**src/rtl/align_shift_pipe.sv**
```systemverilog
// Two-stage significand alignment: right-shift by a clamped exponent difference,
// producing guard, round and sticky bits, with valid/ready flow control on both sides.
module align_shift_pipe #(
    parameter int W   = 24,
    parameter int SHW = 8
) (
    input  logic           clk,
    input  logic           rst_n,
    input  logic           in_valid,
    output logic           in_ready,
    input  logic [W-1:0]   in_sig,
    input  logic [SHW-1:0] in_shamt,
    output logic           out_valid,
    input  logic           out_ready,
    output logic [W-1:0]   out_sig,
    output logic           out_guard,
    output logic           out_round,
    output logic           out_sticky
);

    localparam int EW = W + 2;
    localparam int CW = $clog2(EW + 1);

    logic          s1_valid;
    logic [W-1:0]  s1_sig;
    logic [CW-1:0] s1_s;
    logic [EW-1:0] s1_mask;

    logic          s2_adv;
    logic          s1_adv;
    logic [CW-1:0] s_clamp;
    logic [EW-1:0] mask_d;
    logic [EW-1:0] ext;
    logic [EW-1:0] shifted;
    logic          sticky_d;

    // Any shift of EW or more pushes every bit out, so EW is a sufficient ceiling.
    always_comb begin
        s_clamp = '0;
        if (int'(in_shamt) >= EW) begin
            s_clamp = CW'(EW);
        end else begin
            s_clamp = CW'(in_shamt);
        end
    end

    // Thermometer mask: each bit is a compare against s, not a shift of ones.
    always_comb begin
        mask_d = '0;
        for (int i = 0; i < EW; i++) begin
            mask_d[i] = (CW'(i) < s_clamp);
        end
    end

    assign ext      = {s1_sig, 2'b00};
    assign shifted  = ext >> s1_s;
    assign sticky_d = |(ext & s1_mask);

    assign s2_adv   = !out_valid || out_ready;
    assign s1_adv   = s1_valid && s2_adv;
    assign in_ready = !s1_valid || s1_adv;

    always_ff @(posedge clk) begin
        if (!rst_n) begin
            s1_valid <= 1'b0;
            s1_sig   <= '0;
            s1_s     <= '0;
            s1_mask  <= '0;
        end else if (in_ready) begin
            s1_valid <= in_valid;
            if (in_valid) begin
                s1_sig  <= in_sig;
                s1_s    <= s_clamp;
                s1_mask <= mask_d;
            end
        end
    end

    always_ff @(posedge clk) begin
        if (!rst_n) begin
            out_valid  <= 1'b0;
            out_sig    <= '0;
            out_guard  <= 1'b0;
            out_round  <= 1'b0;
            out_sticky <= 1'b0;
        end else if (s2_adv) begin
            out_valid <= s1_valid;
            if (s1_valid) begin
                out_sig    <= shifted[EW-1:2];
                out_guard  <= shifted[1];
                out_round  <= shifted[0];
                out_sticky <= sticky_d;
            end
        end
    end

endmodule

```
**config.mk**
```make
export PLATFORM = sky130hd
export DESIGN_NAME = align_shift_pipe
export DESIGN_NICKNAME = d
export VERILOG_FILES = /design/src/rtl/align_shift_pipe.sv
export SDC_FILE = /design/constraint.sdc
export NUM_CORES = 1
export LEC_CHECK = 0
export BUFFER_PORTS_ARGS = -buffer_cell sky130_fd_sc_hd__buf_2
export CAP_MARGIN = 20
export CORE_MARGIN = 2
export CORE_UTILIZATION = 60
export CTS_BUF_LIST = sky130_fd_sc_hd__clkbuf_8
export DETAILED_ROUTE_END_ITERATION = 7
export HOLD_SLACK_MARGIN = 0.02
export PLACE_DENSITY_LB_ADDON = 0.12
export SYNTH_ARGS = -nofsm -noshare
export SYNTH_HDL_FRONTEND = slang
export SYNTH_SLANG_ARGS = --single-unit
```
**constraint.sdc**
```tcl
create_clock -name clk -period 2 [get_ports clk]
set_input_delay 0.1 -clock clk [delete_from_list [all_inputs] [get_ports clk]]
set_output_delay 0.1 -clock clk [all_outputs]
set_load 0.1 [all_outputs]
```
==> results of run 1 <==
[repair_timing]
action / CTS / global route
hold buffers: 25 / 0
gates resized for setup: 1 / 5
hold endpoints to repair: 25 / 0
pin swaps: 0 / 0
endpoints found under the setup margin: 4 / 9
setup buffers: 0 / 4
[power breakdown]
| part | internal (uW) | switching, uW |
|---|---|---|
| clock | 585 | 662 |
| combinational | 351 | 486 |
| sequential | 1700 | 103 |
[state kept, by name (all words and copies together) (netlist names)]
signal	count
s1_sig	24
out_sig	24
s1_s	4
out_sticky	1
s1_valid	1
out_guard	1
out_valid	1
out_round	1
s1_mask	24
[final cells by class]
cell class	count	area (sq um)	area share, %
multi-input cells	382	2759	48.17
flip-flops and latches	81	1630	28.46
repair buffers	144	987.2	17.23
clock buffers	9	123.9	2.163
well taps	99	123.9	2.163
clock inverters	7	77.57	1.354
inverters	6	26.28	0.4587
[layer usage]
metal  vias up  track usage (%)  share of wire, %
met2       253            58.27                48
met1      2158            43.09                40
met5         -                0                 0
met4         0            15.66               4.4
met3        64            4.647               7.6
li1       2134                -                 -
[placed cells by master, fill, tap and decap left out, drive strengths merged, types with 3 or more instances in the layout]
cell type / Yosys / routed
o211ai: 3 / 3
o211a: 3 / 3
a211oi: 4 / 4
dlygate4sd3: 0 / 25
a31oi: 7 / 7
or3: 4 / 4
mux2: 12 / 12
nand4: 8 / 8
o2bb2ai: 4 / 4
o21ai: 36 / 36
nor4b: 3 / 3
clkbuf: 31 / 9
nor2b: 9 / 9
nor3b: 3 / 3
a211o: 3 / 3
buf: 16 / 119
mux2i: 20 / 20
a22oi: 17 / 17
nand2: 91 / 91
o221ai: 3 / 3
and2: 13 / 13
clkinvlp: 0 / 5
a21oi: 21 / 21
dfxtp: 81 / 81
nand3: 10 / 10
a21boi: 26 / 26
a22o: 7 / 7
mux4: 21 / 21
nand2b: 5 / 5
nor2: 13 / 13
o31ai: 3 / 3
o21a: 5 / 5
inv: 6 / 7
nor3: 6 / 6
[worst max-delay path: stages (launching register included)]
cell and delay [ps]:
dfxtp_4 450, buf_4 150, mux4_2 500, nand2_1 90, nand2_1 60, a32o_1 240, or3_1 290
[stage by stage]
step / power [uW] / cells / hold WS [ps]
global route: 4020 / 728 / 66.40
CTS: 3862 / 724 / 53.96
global placement: 2583 / 683 / 350.1
floorplan: 2344 / 516 / 224.1
detailed placement: 2598 / 683 / 358.9
finish: 3886 / 728 / 65.64
[how the worst max path moves through the flow]
| stage | startpoint | end | slack, ps |
|---|---|---|---|
| final | s1_s[1] | out_sig[2] | 120 |
| after global routing | s1_s[1] | out_guard | 30 |
| after CTS | s1_s[2] | out_guard | 20 |
| after detailed placement | s1_s[1] | out_guard | -20 |
| after global placement | s1_s[1] | out_sig[5] | 0.1 |
| after floorplan | out_valid | s1_sig[13] | -2 |
[logic make-up after synthesis]
family,share of synthesized area [%]
simple gates,17.45
buf+inv,5.307
flops,35.28
mux,17.58
compound gates,24.39
==> reports/metrics.csv, run 1 <==
metric,value,unit
Main synth FF type,dfxtp_1,
Antenna Nets Post-Route,0,
minimum clock period,1885,ps
critical path type,register to register,
Worst R2R End,out_sig[2],
pre-CTS setup slack,-16.85,ps
initial antenna violation count,0,
"Hold Vio Cnt, Final",0,
worst-margin pin slew,508.6,ps
CTS tree,yes,
Worst R2R Path Depth,6,
Crit Path Max Fanout,12,
io pins,65,
Clock Skew,12.08,ps
Routed WL,14110,um
Max-Cap Viols,0,
"count leader, synth",nand2_1,
post-synth top area share,35.27,%
Area Growth Syn to Fin,24.61,%
P per Cell Area,678.4,nW/um^2
Critical Path Sink Type,register,
antenna cells,0,
Fmax,0.5306,GHz
hold path depth,2,
Post-synth EDFFs,0,
largest cells by area after synthesis,"dfxtp_1 (35%), mux4_2 (10%), nand2_1 (7.4%)",
grt ovf,0,
"Worst Setup Slack, final",115.5,ps
Leak,0.002357,uW
post-layout util,78.14,%
DP Area,5226,sq um
routed via count,4609,
CTS H-tree depth,3,
die width,91.53,um
worst r2r src,s1_s[1],
Root Driver,clkbuf_8,
hold crit path type,input pin to register,
async set-or-reset flop fraction in the synthesized netlist,0,%
CTS sink cnt,81,
WP data required,2260,ps
Synth area leader,dfxtp_1,
hold path start,rst_n,
Fillers,507,
GPL Wtd Cong,0.9464,
# rows,31,
CTS Buf Count,9,
final setup TNS,0,ps
vias in the first global route,4455,
Final setup viols,0,
Residual DRC,0,
# port buffers,64,
r2r setup slk,120,ps
Seq cells post-synth,81,
layout cell share with drive strength beyond 1,28.62,%
status,"complete, no violations",
Mapped Area,4597,sq um
Syn Area/Cell,8.909,sq um
initial core utilization,62.71,%
crit start category,register,
drt first pass iters,5,
nets,660,
relative slew slack,66.09,%
syn_nets,552,
RSZ-0062 raised after global routing,no,
Tcrit/Tclk final,94.23,%
worst vdd ir,553.1,uV
"Seq/Total Area, Yosys",35.27,%
worst min-delay path endpoint,out_sig[0],
post-route design area,5728,sq um
cell count after synthesis,516,
total track usage,34.26,%
clock-pin slew on the worst setup and hold paths,90,ps
WP data arrival,2140,ps
global-route wire length before repair,22490,um
post-DP HPWL,9435,um
largest net degree at the start of global routing,63,
DRT iter0 DRCs,422,
post-synthesis cell type count,54,
Yosys Warn Count,0,
die span in y,91.53,um
die footprint,8378,sq um
clock buffer depth,2,
area of the core,7331,sq um
Worst-Skew Late Latency,370,ps
commonest cells in the synthesized netlist,"nand2_1 (91), dfxtp_1 (81), o21ai_0 (35), clkbuf_1 (31), a21boi_0 (26)",
average vias per placed instance,6.331,
"Slew Viols, Final",0,
routed len/inst,19.38,um
No activity file was read; power rests on OpenSTA's default activity.
==> run 2, diff against run 1 <==
==> constraint.sdc (replaced) <==
create_clock -name clk -period 2 [get_ports clk]
set_input_delay 0.6 -clock clk [delete_from_list [all_inputs] [get_ports clk]]
set_output_delay 0.6 -clock clk [all_outputs]
set_load 0.1 [all_outputs]
==> reports/metrics.csv, run 2 (synthesized netlist as in run 1, its figures left out) <==
metric,value,unit,change
status,"complete, no violations",,
Crit Path Max Fanout,3,,-9
nets,633,,-4.1%
Worst R2R Path Depth,6,,unchanged
CTS tree,yes,,
# port buffers,64,,unchanged
hold crit path type,register to register,,
crit start category,input pin,,
hold slack,473.6,ps,+407.9 ps
die width,91.53,um,unchanged
Final setup viols,0,,unchanged
"Worst Setup Slack, final",71.22,ps,-44.25 ps
CTS H-tree depth,3,,unchanged
minimum clock period,1929,ps,+44.25 ps
hold path start,out_sig[11],,
clock buffer depth,2,,unchanged
die span in y,91.53,um,unchanged
clock-pin slew on the worst setup and hold paths,90,ps,about the same
"Hold Vio Cnt, Final",0,,unchanged
P per Cell Area,696.6,nW/um^2,+2.7%
CTS sink cnt,81,,unchanged
Routed WL,13200,um,-6.4%
worst-path cell chain,"buf_2, and3b_2, clkinvlp_4, buf_12",,
Area Growth Syn to Fin,19.98,%,
RSZ-0062 raised after global routing,no,,
DRT iter0 DRCs,356,,-16%
r2r setup slk,80,ps,-40 ps
Antenna Nets Post-Route,0,,unchanged
vias in the first global route,4201,,-5.7%
worst vdd ir,509.4,uV,-7.9%
initial antenna violation count,0,,unchanged
worst min-delay path endpoint,out_sig[11],,
Top Registers,"out_sig (24), s1_mask (24), s1_sig (24)",,
critical path type,input pin to output pin,,
total power,3842,uW,-1.1%
antenna cells,0,,unchanged
routed len/inst,18.83,um,-2.8%
CTS Buf Count,9,,unchanged
"commonest non-fill, non-tap cell in the layout",nand2_1,,
layout cell share with drive strength beyond 1,29.73,%,+1.1 points
Clock Skew,8.686,ps,-3.399 ps
Critical Path Sink Type,output pin,,
total track usage,31.93,%,-2.3 points
relative slew slack,62.70,%,-3.4 points
global-route wire length before repair,21280,um,-5.4%
io pins,65,,unchanged
# rows,31,,unchanged
largest net degree at the start of global routing,55,,-13%
WP data arrival,1330,ps,-810 ps
Tcrit/Tclk final,96.44,%,+2.2 points
"commonest cells after routing, fill and taps aside","nand2_1 (90), dfxtp_1 (76), buf_2 (63)",,
pre-CTS setup slack,-162.0,ps,-145.2 ps
Max-Cap Viols,0,,unchanged
Root Driver,clkbuf_8,,
Residual DRC,0,,unchanged
initial core utilization,62.71,%,unchanged
Worst R2R End,out_sig[13],,
worst r2r src,s1_s[1],,
hold path depth,2,,unchanged
"Slew Viols, Final",0,,unchanged
post-DP HPWL,9223,um,-2.2%
routed via count,4467,,-3.1%
die footprint,8378,sq um,unchanged
drt first pass iters,5,,unchanged
worst-margin pin slew,555.2,ps,+46.56 ps
area of the core,7331,sq um,unchanged
critical path's slowest cell,and3b_2,,
WP data required,1400,ps,-860 ps
GPL Wtd Cong,0.9759,,+3.1%
Fmax,0.5185,GHz,-2.3%
Worst-Skew Late Latency,350,ps,-20 ps
Leak,0.002277,uW,-3.4%
"Largest stage delay, worst path",280,ps,-220 ps
grt ovf,0,,unchanged
average vias per placed instance,6.372,,+0.65%
==> run 2: cell count changes in the layout (fill, tap and decap cells not counted), moves of 2 or more <==
| cell | previous run | this run |
|---|---|---|
| inv_6 | 2 | 0 |
| dfxtp_1 | 78 | 76 |
| buf_12 | 0 | 4 |
| dlygate4sd3_1 | 25 | 0 |
| clkinvlp_4 | 5 | 2 |
| buf_4 | 54 | 49 |
| dfxtp_2 | 1 | 3 |
| clkbuf_8 | 9 | 11 |
==> run 2: per-stage QoR <==
step	area (sq um)	std cells	setup TNS (ps)	utilization [%]
after floorplan	4633	516	0	-
after detailed placement	5243	678	-628.5	71.51
after CTS	5456	694	0	74.43
final	5515	701	0	75.23
after global routing	5515	701	0	75.23
after global placement	5243	678	-360.5	71.51
==> run 2: where the power goes <==
group | leakage [uW] | internal, uW | switching [uW] | total [uW]
Sequential | 0.000669 | 1700 | 110 | 1810
Combinational | 0.00150 | 322 | 462 | 784
Clock | 0.000107 | 641 | 607 | 1250
Total | 0.00228 | 2660 | 1180 | 3840
==> run 2: cell type report <==
class	instances	area (sq um)
clock inverter	5	55.05
inverter	6	26.28
timing repair buffer	117	774.5
tap	99	123.9
fill	552	1815
clock buffer	11	151.4
sequential	81	1633
multi-input combinational	382	2751
==> run 2: worst max-delay path by stage <==
stage	start	end	slack [ps]	cells past startpoint
2_1_floorplan	out_ready	s1_sig[18]	3	6
3_3_place_gp	s1_s[1]	out_sig[10]	-130	6
3_5_place_dp	s1_s[1]	out_sig[2]	-160	5
4_1_cts	s1_s[0]	out_sig[2]	10	6
5_1_grt	s1_s[1]	out_sig[10]	20	6
6_report	out_ready	in_ready	70	4
==> run 2: routing by layer <==
| metal | vias up | track usage, % | routed length, um |
|---|---|---|---|
| li1 | 2069 | - | - |
| met1 | 2078 | 42.71 | 5404 |
| met2 | 267 | 50.06 | 6108 |
| met3 | 53 | 5.560 | 1121 |
| met4 | 0 | 15.40 | 568 |
| met5 | - | 0 | 0 |
==> run 2: critical path, delay by kind of cell <==
| kind | cells | cell delay [ps] |
|---|---|---|
| buf+inv | 3 | 450 |
| simple gates | 1 | 280 |
==> run 2: repair_timing <==
item,in CTS,in global routing
setup endpoints to repair,13,15
cloned,0,0
hold buffers,0,0
resized for setup,3,3
buffers inserted,0,7
pin swaps,1,1
